[config.mk]
export PLATFORM = sky130hd
export DESIGN_NAME = wr_data_conv
export DESIGN_NICKNAME = d
export VERILOG_FILES = /design/src/rtl/wr_data_conv_pkg.sv /design/src/rtl/wr_data_conv_reg_fifo.sv /design/src/rtl/wr_data_conv.sv
export SDC_FILE = /design/constraint.sdc
export NUM_CORES = 1
export LEC_CHECK = 0
export CAP_MARGIN = 20
export CORE_MARGIN = 8
export CORE_UTILIZATION = 58
export CTS_BUF_LIST = sky130_fd_sc_hd__clkbuf_16
export DETAILED_ROUTE_END_ITERATION = 12
export GPL_TIMING_DRIVEN = 0
export HOLD_SLACK_MARGIN = 0.15
export PLACE_DENSITY_LB_ADDON = 0.15
export SYNTH_ARGS = -nofsm -noshare
export SYNTH_HDL_FRONTEND = slang
export SYNTH_SLANG_ARGS = --single-unit
export TNS_END_PERCENT = 10
[constraint.sdc]
create_clock -name clk -period 4 [get_ports clk]
set_input_delay 1 -clock clk [delete_from_list [all_inputs] [get_ports clk]]
set_output_delay 1 -clock clk [all_outputs]
set_load 0.01 [all_outputs]
[src/rtl/wr_data_conv_pkg.sv]
// Shared definitions for the mcd -> SATA HBA write data converter.
//   - default geometry (data width, sector size, num_words queue depth)
//   - FSM state encoding
//   - word counter width and the sector-boundary helper
package wr_data_conv_pkg;

  localparam int unsigned DATA_BITS_DEF     = 32;
  localparam int unsigned SECTOR_LOG2_DEF   = 7;
  localparam int unsigned NW_DEPTH_BITS_DEF = 4;
  localparam int unsigned NW_BITS           = 16;
  // One bit wider than num_words so a 65535-word command pads to 65536.
  localparam int unsigned CNT_W             = 17;

  typedef enum logic [1:0] {
    ST_IDLE = 2'd0,
    ST_LOAD = 2'd1,
    ST_PASS = 2'd2,
    ST_PAD  = 2'd3
  } state_e;

  // True when the low log2 bits of cnt are all zero (sector boundary).
  function automatic logic sector_end(input logic [CNT_W-1:0] cnt,
                                      input int unsigned      log2);
    logic [CNT_W-1:0] mask;
    mask = (CNT_W'(1) << log2) - CNT_W'(1);
    return (cnt & mask) == '0;
  endfunction

endpackage

[src/rtl/wr_data_conv_reg_fifo.sv]
// reg_fifo: small register-based FIFO (used for the num_words queue).
// Ports:
//   clk, reset      clock, synchronous active-high reset
//   wr_en, wr_data  enqueue request / payload
//   rd_en           dequeue request (ignored when empty)
//   rd_data         head entry (valid when !empty)
//   full, empty     status
// An enqueue while full is accepted if a dequeue happens in the same cycle.
module reg_fifo #(
  parameter int unsigned DATA_BITS  = 16,
  parameter int unsigned DEPTH_BITS = 4
) (
  input  logic                 clk,
  input  logic                 reset,
  input  logic                 wr_en,
  input  logic [DATA_BITS-1:0] wr_data,
  input  logic                 rd_en,
  output logic [DATA_BITS-1:0] rd_data,
  output logic                 full,
  output logic                 empty
);

  localparam int unsigned DEPTH = 1 << DEPTH_BITS;
  localparam int unsigned CW    = DEPTH_BITS + 1;

  logic [DATA_BITS-1:0]  mem_q [DEPTH];
  logic [DEPTH_BITS-1:0] wr_ptr_q, wr_ptr_d;
  logic [DEPTH_BITS-1:0] rd_ptr_q, rd_ptr_d;
  logic [CW-1:0]         cnt_q, cnt_d;
  logic                  push, pop;

  assign full    = (cnt_q == CW'(DEPTH));
  assign empty   = (cnt_q == '0);
  assign rd_data = mem_q[rd_ptr_q];
  assign pop     = rd_en & ~empty;
  assign push    = wr_en & (~full | pop);

  // Pointer and occupancy update.
  always_comb begin
    wr_ptr_d = wr_ptr_q;
    rd_ptr_d = rd_ptr_q;
    cnt_d    = cnt_q;
    if (push) wr_ptr_d = wr_ptr_q + DEPTH_BITS'(1);
    if (pop)  rd_ptr_d = rd_ptr_q + DEPTH_BITS'(1);
    case ({push, pop})
      2'b10:   cnt_d = cnt_q + CW'(1);
      2'b01:   cnt_d = cnt_q - CW'(1);
      default: cnt_d = cnt_q;
    endcase
  end

  always_ff @(posedge clk) begin
    if (reset) begin
      wr_ptr_q <= '0;
      rd_ptr_q <= '0;
      cnt_q    <= '0;
    end else begin
      wr_ptr_q <= wr_ptr_d;
      rd_ptr_q <= rd_ptr_d;
      cnt_q    <= cnt_d;
    end
  end

  // Storage needs no reset; occupancy qualifies every read.
  always_ff @(posedge clk) begin
    if (push) mem_q[wr_ptr_q] <= wr_data;
  end

endmodule

[src/rtl/wr_data_conv.sv]
// wr_data_conv: moves each write command's num_words data words from mcd to
// the HBA write FIFO, then zero-pads up to the next sector boundary.
// Ports:
//   clk, reset                         clock, synchronous active-high reset
//   dramWrData_data/_valid/_ready      mcd write data handshake
//   wdata, wdata_write, wdata_full     HBA write FIFO push interface
//   link_initialized                   0 stalls every transfer
//   num_words, wr_num_words_en         per-command word count enqueue
//   nw_overflow                        sticky: a count was dropped (queue full)
//   fin_write                          pulse: last padded word of a command loaded
//   curr_state_de, curr_words_de       debug state / word counter
module wr_data_conv
  import wr_data_conv_pkg::*;
#(
  parameter int unsigned DATA_BITS     = DATA_BITS_DEF,
  parameter int unsigned SECTOR_LOG2   = SECTOR_LOG2_DEF,
  parameter int unsigned NW_DEPTH_BITS = NW_DEPTH_BITS_DEF
) (
  input  logic                 clk,
  input  logic                 reset,
  input  logic [DATA_BITS-1:0] dramWrData_data,
  input  logic                 dramWrData_valid,
  output logic                 dramWrData_ready,
  output logic [DATA_BITS-1:0] wdata,
  output logic                 wdata_write,
  input  logic                 wdata_full,
  input  logic                 link_initialized,
  input  logic [NW_BITS-1:0]   num_words,
  input  logic                 wr_num_words_en,
  output logic                 nw_overflow,
  output logic                 fin_write,
  output logic [1:0]           curr_state_de,
  output logic [CNT_W-1:0]     curr_words_de
);

  state_e               state_q, state_d;
  logic [DATA_BITS-1:0] hold_data_q, hold_data_d;
  logic                 hold_valid_q, hold_valid_d;
  logic [CNT_W-1:0]     curr_words_q, curr_words_d;
  logic [NW_BITS-1:0]   num_words_q, num_words_d;
  logic                 fin_write_q, fin_write_d;
  logic                 nw_overflow_q, nw_overflow_d;

  logic                 nw_pop, nw_full, nw_empty;
  logic [NW_BITS-1:0]   nw_head;
  logic                 space, accept;
  logic [CNT_W-1:0]     words_inc;

  reg_fifo #(
    .DATA_BITS  (NW_BITS),
    .DEPTH_BITS (NW_DEPTH_BITS)
  ) u_nw_fifo (
    .clk     (clk),
    .reset   (reset),
    .wr_en   (wr_num_words_en),
    .wr_data (num_words),
    .rd_en   (nw_pop),
    .rd_data (nw_head),
    .full    (nw_full),
    .empty   (nw_empty)
  );

  // Holding register drains whenever the HBA FIFO can take it and the link is up.
  assign wdata_write      = hold_valid_q & ~wdata_full & link_initialized;
  assign space            = ~hold_valid_q | wdata_write;
  assign dramWrData_ready = (state_q == ST_PASS) & space & link_initialized;
  assign accept           = dramWrData_valid & dramWrData_ready;
  assign nw_pop           = (state_q == ST_LOAD);
  assign words_inc        = curr_words_q + CNT_W'(1);

  assign wdata            = hold_data_q;
  assign fin_write        = fin_write_q;
  assign nw_overflow      = nw_overflow_q;
  assign curr_state_de    = state_q;
  assign curr_words_de    = curr_words_q;

  // Next-state, holding register and counter logic.
  always_comb begin
    state_d       = state_q;
    hold_data_d   = hold_data_q;
    hold_valid_d  = hold_valid_q & ~wdata_write;
    curr_words_d  = curr_words_q;
    num_words_d   = num_words_q;
    fin_write_d   = 1'b0;
    // A dequeue in the same cycle frees a slot, so only a true drop is sticky.
    nw_overflow_d = nw_overflow_q | (wr_num_words_en & nw_full & ~nw_pop);

    case (state_q)
      ST_IDLE: begin
        // Commands stay queued while the link is down.
        if (~nw_empty & link_initialized) state_d = ST_LOAD;
      end
      ST_LOAD: begin
        num_words_d  = nw_head;
        curr_words_d = '0;
        state_d      = (nw_head == '0) ? ST_IDLE : ST_PASS;
      end
      ST_PASS: begin
        if (accept) begin
          hold_data_d  = dramWrData_data;
          hold_valid_d = 1'b1;
          curr_words_d = words_inc;
          if (words_inc == CNT_W'(num_words_q)) begin
            if (sector_end(words_inc, SECTOR_LOG2)) begin
              fin_write_d = 1'b1;
              state_d     = ST_IDLE;
            end else begin
              state_d     = ST_PAD;
            end
          end
        end
      end
      ST_PAD: begin
        if (space & link_initialized) begin
          hold_data_d  = '0;
          hold_valid_d = 1'b1;
          curr_words_d = words_inc;
          if (sector_end(words_inc, SECTOR_LOG2)) begin
            fin_write_d = 1'b1;
            state_d     = ST_IDLE;
          end
        end
      end
      default: state_d = ST_IDLE;
    endcase
  end

  always_ff @(posedge clk) begin
    if (reset) begin
      state_q       <= ST_IDLE;
      hold_data_q   <= '0;
      hold_valid_q  <= 1'b0;
      curr_words_q  <= '0;
      num_words_q   <= '0;
      fin_write_q   <= 1'b0;
      nw_overflow_q <= 1'b0;
    end else begin
      state_q       <= state_d;
      hold_data_q   <= hold_data_d;
      hold_valid_q  <= hold_valid_d;
      curr_words_q  <= curr_words_d;
      num_words_q   <= num_words_d;
      fin_write_q   <= fin_write_d;
      nw_overflow_q <= nw_overflow_d;
    end
  end

endmodule

After elaboration in Yosys (flattened, before gate mapping)
Memory sizes are Yosys's and may differ from the RTL's. A register that Yosys moved wholly into a read port is not among the register bits.
Index checks and enable logic that the tools add are counted.
- shifts and indexed selects: 0
- add/subtract/negate cells: 5
- multiply operators: 0
- eq/ne operators: 12
- order comparisons: 0
- reductions and logical operators: 10
- bitwise operators: 21
- multiplexer cells: 27
- divide/modulo/power cells: 0
- operators by type and width (kind ; number):
    two-way mux 32 bit ; 2
    one-hot mux 32 bit (2 select lines) ; 1
    one-hot mux 17 bit (3 select lines) ; 1
    two-way mux 17 bit ; 2
    adder 17 x 1 -> 17 bit (second input constant) ; 1
    equality test 17 x 16 -> 1 bit ; 1
    zero test 17 bit ; 1
    zero test 16 bit ; 1
    two-way mux 2 bit ; 7
    AND 1 bit ; 12
    one-hot mux 5 bit (2 select lines) ; 1
    adder 4 x 1 -> 4 bit (second input constant) ; 2
    two-way mux 1 bit ; 8
    two-way mux 4 bit ; 2
    != test 2 bit (second input constant) ; 4
    one-hot mux 2 bit (4 select lines) ; 1
    equality test 2 bit (second input constant) ; 3
    inverter 1 bit ; 6
    AND reduction 3 bit ; 2
    adder 5 x 1 -> 5 bit (second input constant) ; 1
    equality test 5 bit (second input constant) ; 1
    zero test 5 bit ; 1
    AND reduction 5 bit ; 1
    subtractor 5 x 1 -> 5 bit (second input constant) ; 1
    other kinds (7) ; 12
- word-level logic and storage cells: 86
- latch bits: 0
- flip-flop bits (word level): 83
- memory bits (writable): 256
- memories kept: 1
- memory bits (read-only): 0
- bits of input ports: 54
- output and inout bits: 55
- memories (name ; depth ; bits a word ; rd ports ; clocked after Yosys merged registers in ; write ports ; line ; source):
    u_nw_fifo.mem_q ; 16 ; 16 ; 1 ; 1 ; 1 ; wr_data_conv_reg_fifo.sv:26 ; logic [DATA_BITS-1:0] mem_q [DEPTH];

Logic depth before layout (Yosys ltp)
- word-level depth: 9
- mapped depth: 12
- gate-level depth less buffers: 12

Cells and area by module
Synthesis repeated with hierarchy kept, for this count alone.
- cell total of the unflattened synthesis: 946
- area, all modules: 13983.4 um^2
- by module, submodules not included (module ; seq. area each (um^2) ; cells an instance ; times used ; area an instance (um^2)):
    reg_fifo ; 8027.7 ; 521 ; 1 ; 10630.2
    wr_data_conv ; 1401.3 ; 425 ; 1 ; 3353.2

Worst setup path after synthesis
No wires, ideal clock.
- path kind: input to register
- start point: input wr_num_words_en
- end point: memory u_nw_fifo.mem_q[3][0], enable pin
- cell stages on the path: 4
- setup time: 0.409 ns
- required time: 3.591 ns
- arrival time: 2.860 ns
- slack: 0.731 ns
- path buffers: 0
- path through: inv_1 -> a31oi_1 -> nand2_1 -> nor3_1
- cells in the longest elaborated chain, start to end: 3
- RTL lines (what ; line ; source):
    from (decl) ; wr_data_conv.sv:29 ; input logic wr_num_words_en,
    AND 1 bit ; wr_data_conv_reg_fifo.sv:36 ; assign push = wr_en & (~full | pop);
    two-way mux 1 bit ; wr_data_conv_reg_fifo.sv:66 ; if (push) mem_q[wr_ptr_q] <= wr_data;
    two-way mux 1 bit (implied by the code) ; wr_data_conv_reg_fifo.sv:66 ;
    to (decl) ; wr_data_conv_reg_fifo.sv:26 ;
Every way passes these cells.

Final worst setup path
- start point: input link_initialized
- end point: output dramWrData_ready
- cells in the longest elaborated chain, start to end: 4
- RTL lines (what ; line ; source):
    from (decl) ; wr_data_conv.sv:27 ; input logic link_initialized,
    AND 1 bit ; wr_data_conv.sv:64 ; assign wdata_write = hold_valid_q & ~wdata_full & link_initialized;
    OR 1 bit ; wr_data_conv.sv:65 ; assign space = ~hold_valid_q | wdata_write;
    AND 1 bit ; wr_data_conv.sv:66 ; assign dramWrData_ready = (state_q == ST_PASS) & space & link_initialized;
    AND 1 bit * ; wr_data_conv.sv:66 ;
    to (decl) ; wr_data_conv.sv:23 ; output logic dramWrData_ready,
Every way passes the cells marked *; elsewhere a longest branch is shown, timed or not.

==> impl_metrics.tcl <==
set metrics [dict create \
    r2r_end "u_nw_fifo.cnt_q[4]$_SDFFE_PP0P_" \
    cap_violations 0 \
    yosysWarnings 0 \
    grt_max_degree 17 \
    seqPwrFrac 0.471 \
    rr_worst_depth 11 \
    cts_buffers 36 \
    required_ns 3.00 \
    dieWidth_um 170.2 \
    setup_violations 0 \
    drcViolationCount 0 \
    synth_area_per_cell_um2 14.99 \
    ys.flop_type "edfxtp_1" \
    avgViaCountPerCell 6.048 \
    max_slew_margin 0.3672 \
    ioPinCount 109 \
    netlist-cell-type-count 61 \
    cts_tree "yes" \
    crit_path_max_fanout 6 \
    grt_pass1_wl_um 50790 \
    cts_root_buf "clkbuf_16" \
    rsz0062_at_grt "no" \
    cts_hold_buf 0 \
    cts_sinks 343 \
    cp-end-kind "primary output" \
    hpwl_um 22150 \
    nets 1150 \
    status "finished, final reports clean" \
    synth_edf_count 256 \
    final_max_slew_viol_count 0 \
    irDropWorstVdd_mv 0.3954 \
    fin_util 0.7188 \
    powerDensity_nw_per_um2 507.5 \
    dieHeight_um 170.2 \
    period_needed_ns 3.515 \
    core_um2 23400 \
    reg2reg_from "curr_state_de[0]$_SDFFE_PP0P_" \
    num_vias 8655 \
    fin_ws_ns 0.4854 \
    finalWeightedCongestion 0.9108 \
    diodes 0 \
    start_util 0.5891 \
    dr.first_iter.drc_count 946 \
    arrival_ns 2.51 \
    whs_endpoint "num_words_q[14]$_SDFFE_PP0N_" \
    min_path_cells 2 \
    hold_path.class "register to register" \
    synth_cells 920 \
    h-tree-depth 2 \
    final_cells 1431 \
    path_class "input port to primary output" \
    synth_area_um2 13790 \
    first_global_vias 8619 \
    pre_cts_slack_ns -0.03544 \
    core.rowCount 56 \
    clk_pin_slew_worst_paths_ns 0.05 \
    final_layout_size_suffix_gt1_frac 0.1592 \
    area_growth_syn_to_layout_pct 22.01 \
    cts_setup_buffers 0 \
    period_share 0.8787 \
    fin_worst_skew_ns 0.01395 \
    routedWlPerCell_um 23.50 \
    crit_path_start "link_initialized" \
    worstHoldStart "num_words_q[14]$_SDFFE_PP0N_" \
    worst_pin_slew_ns 0.9440 \
    placedCellCount 1366 \
    ant_nets 0 \
    synth_seq_area_share 0.6839 \
    p_switching_mw 2.140 \
    grt_usage 0.2326 \
    ctsLongestPathBuffers 3 \
    power_frac_comb 0.150 \
    drt_wl_total_um 33640 \
    cts.repair.resized 0 \
    grt_antenna_before_repair 0 \
    cp-start-kind "input port" \
    clock_latency_ns 0.52 \
    synth_fp_nets 985 \
    clock.fmax_mhz 284.5 \
    io_buffers 108 \
    power.share.clock 0.379 \
    rrSetupSlack_ns 0.53 \
    async_flop_share 0 \
    intPower_mw 6.396 \
    hold_viol 0 \
    switching_share 0.2507 \
    p_leak_nw 5.516 \
    die_area_um2 28960 \
    ys_ff_latch 343 \
    drt_first_pass_iters 7 \
    overflow 0 \
]
==> routing by layer <==
| metal | GRT usage | part of all wire | vias to the layer above |
|---|---|---|---|
| met5 | 0 | 0 | - |
| met2 | 0.3823 | 0.48 | 427 |
| li1 | - | - | 3897 |
| met4 | 0.08734 | 0.032 | 0 |
| met3 | 0.05584 | 0.096 | 79 |
| met1 | 0.2976 | 0.39 | 4252 |
==> cell type report <==
cell class / count / area [um^2]
fillers: 1534 / 6581
repair buffers: 127 / 1440
inverters: 15 / 56.30
well taps: 319 / 399.1
plain buffers: 60 / 251.5
multi-input cells: 502 / 4100
flip-flops and latches: 343 / 9429
clock buffers: 36 / 900.9
clock inverters: 29 / 244.0
==> logic make-up after synthesis <==
family,share of synthesized area
simple gates,0.07977
fa+ha+maj,0.01053
buf+inv,0.02232
flops,0.6839
xor+xnor,0.01461
mux,0.1099
compound gates,0.07896
==> synthesized netlist by cell type (2+ instances only) <==
| library cell | number | area share |
|---|---|---|
| dfxtp_1 | 87 | 0.13 |
| xor2_1 | 11 | 0.0070 |
| nor3_1 | 18 | 0.0065 |
| nor3b_1 | 2 | 0.0011 |
| buf_1 | 3 | 0.00082 |
| ha_1 | 10 | 0.0091 |
| xnor2_1 | 12 | 0.0076 |
| mux4_2 | 65 | 0.11 |
| buf_2 | 11 | 0.0040 |
| a22oi_1 | 73 | 0.040 |
| o21a_1 | 3 | 0.0016 |
| edfxtp_1 | 256 | 0.56 |
| and3_1 | 3 | 0.0014 |
| nand4_1 | 8 | 0.0036 |
| nor2b_1 | 3 | 0.0014 |
| o31ai_1 | 3 | 0.0016 |
| nor4_1 | 6 | 0.0027 |
| nand2_1 | 75 | 0.020 |
| or3_1 | 3 | 0.0014 |
| nand2b_1 | 5 | 0.0023 |
| o21ai_0 | 14 | 0.0051 |
| a31oi_1 | 5 | 0.0023 |
| clkbuf_1 | 43 | 0.012 |
| a21o_1 | 5 | 0.0027 |
| nor2_1 | 88 | 0.024 |
| nand3_1 | 10 | 0.0036 |
| a21oi_1 | 43 | 0.016 |
| or4_1 | 2 | 0.0011 |
| mux2i_1 | 4 | 0.0029 |
| inv_1 | 15 | 0.0041 |
| a2bb2oi_1 | 4 | 0.0025 |
==> state kept, by name, summed over array words and instances, names as in the netlist, named ones only <==
signal,cells
curr_state_de,2
curr_words_de,17
fin_write,1
hold_valid_q,1
num_words_q,16
nw_overflow,1
u_nw_fifo.cnt_q,5
u_nw_fifo.mem_q,256
u_nw_fifo.rd_ptr_q,4
u_nw_fifo.wr_ptr_q,4
wdata,32
==> how the worst max path moves through the flow <==
stage | to | cells past startpoint
4_1_cts | dramWrData_ready | 4
3_5_place_dp | u_nw_fifo.cnt_q[4]$_SDFFE_PP0P_ | 11
2_1_floorplan | u_nw_fifo.mem_q[3][0]$_DFFE_PP_ | 4
3_3_place_gp | u_nw_fifo.mem_q[3][8]$_DFFE_PP_ | 5
6_report | dramWrData_ready | 4
5_1_grt | curr_state_de[0]$_SDFFE_PP0P_ | 8
==> critical path, cell delays in order <==
cell,delay (ns)
clkdlybuf4s50_1,0.50
a21bo_2,0.28
nor3_1,0.15
clkdlybuf4s50_1,0.58
==> stage by stage <==
stage	power, mW	setup TNS, ns	hold WS [ns]	area, um^2
floorplan	4.929	0	0.4481	13790
global placement	5.333	-147.75	0.4582	15270
detailed placement	5.370	-0.03544	0.4639	15680
CTS	8.590	0	0.4716	16820
global route	8.834	0	0.5003	16820
finish	8.536	0	0.4665	16820
==> power by group through the flow <==
stage	sequential, mW	clock [mW]	combinational (mW)
after global routing	4.03	3.41	1.39
after detailed placement	4.10	0	1.27
after CTS	4.02	3.28	1.29
final	4.02	3.23	1.28
after floorplan	4.09	0	0.837
after global placement	4.09	0	1.24
==> cells in the final DEF (no fill, tap or decap), types with 14 or more instances in the layout <==
cell / instances
edfxtp_1: 256
inv_1: 22
nor3_1: 14
clkdlybuf4s50_1: 108
dfxtp_1: 87
a22oi_1: 73
clkbuf_16: 36
nand2_1: 75
mux4_2: 65
a21oi_1: 43
nor2_1: 76
clkbuf_1: 43
o21ai_0: 14
Power figures use the tool's default switching activity.
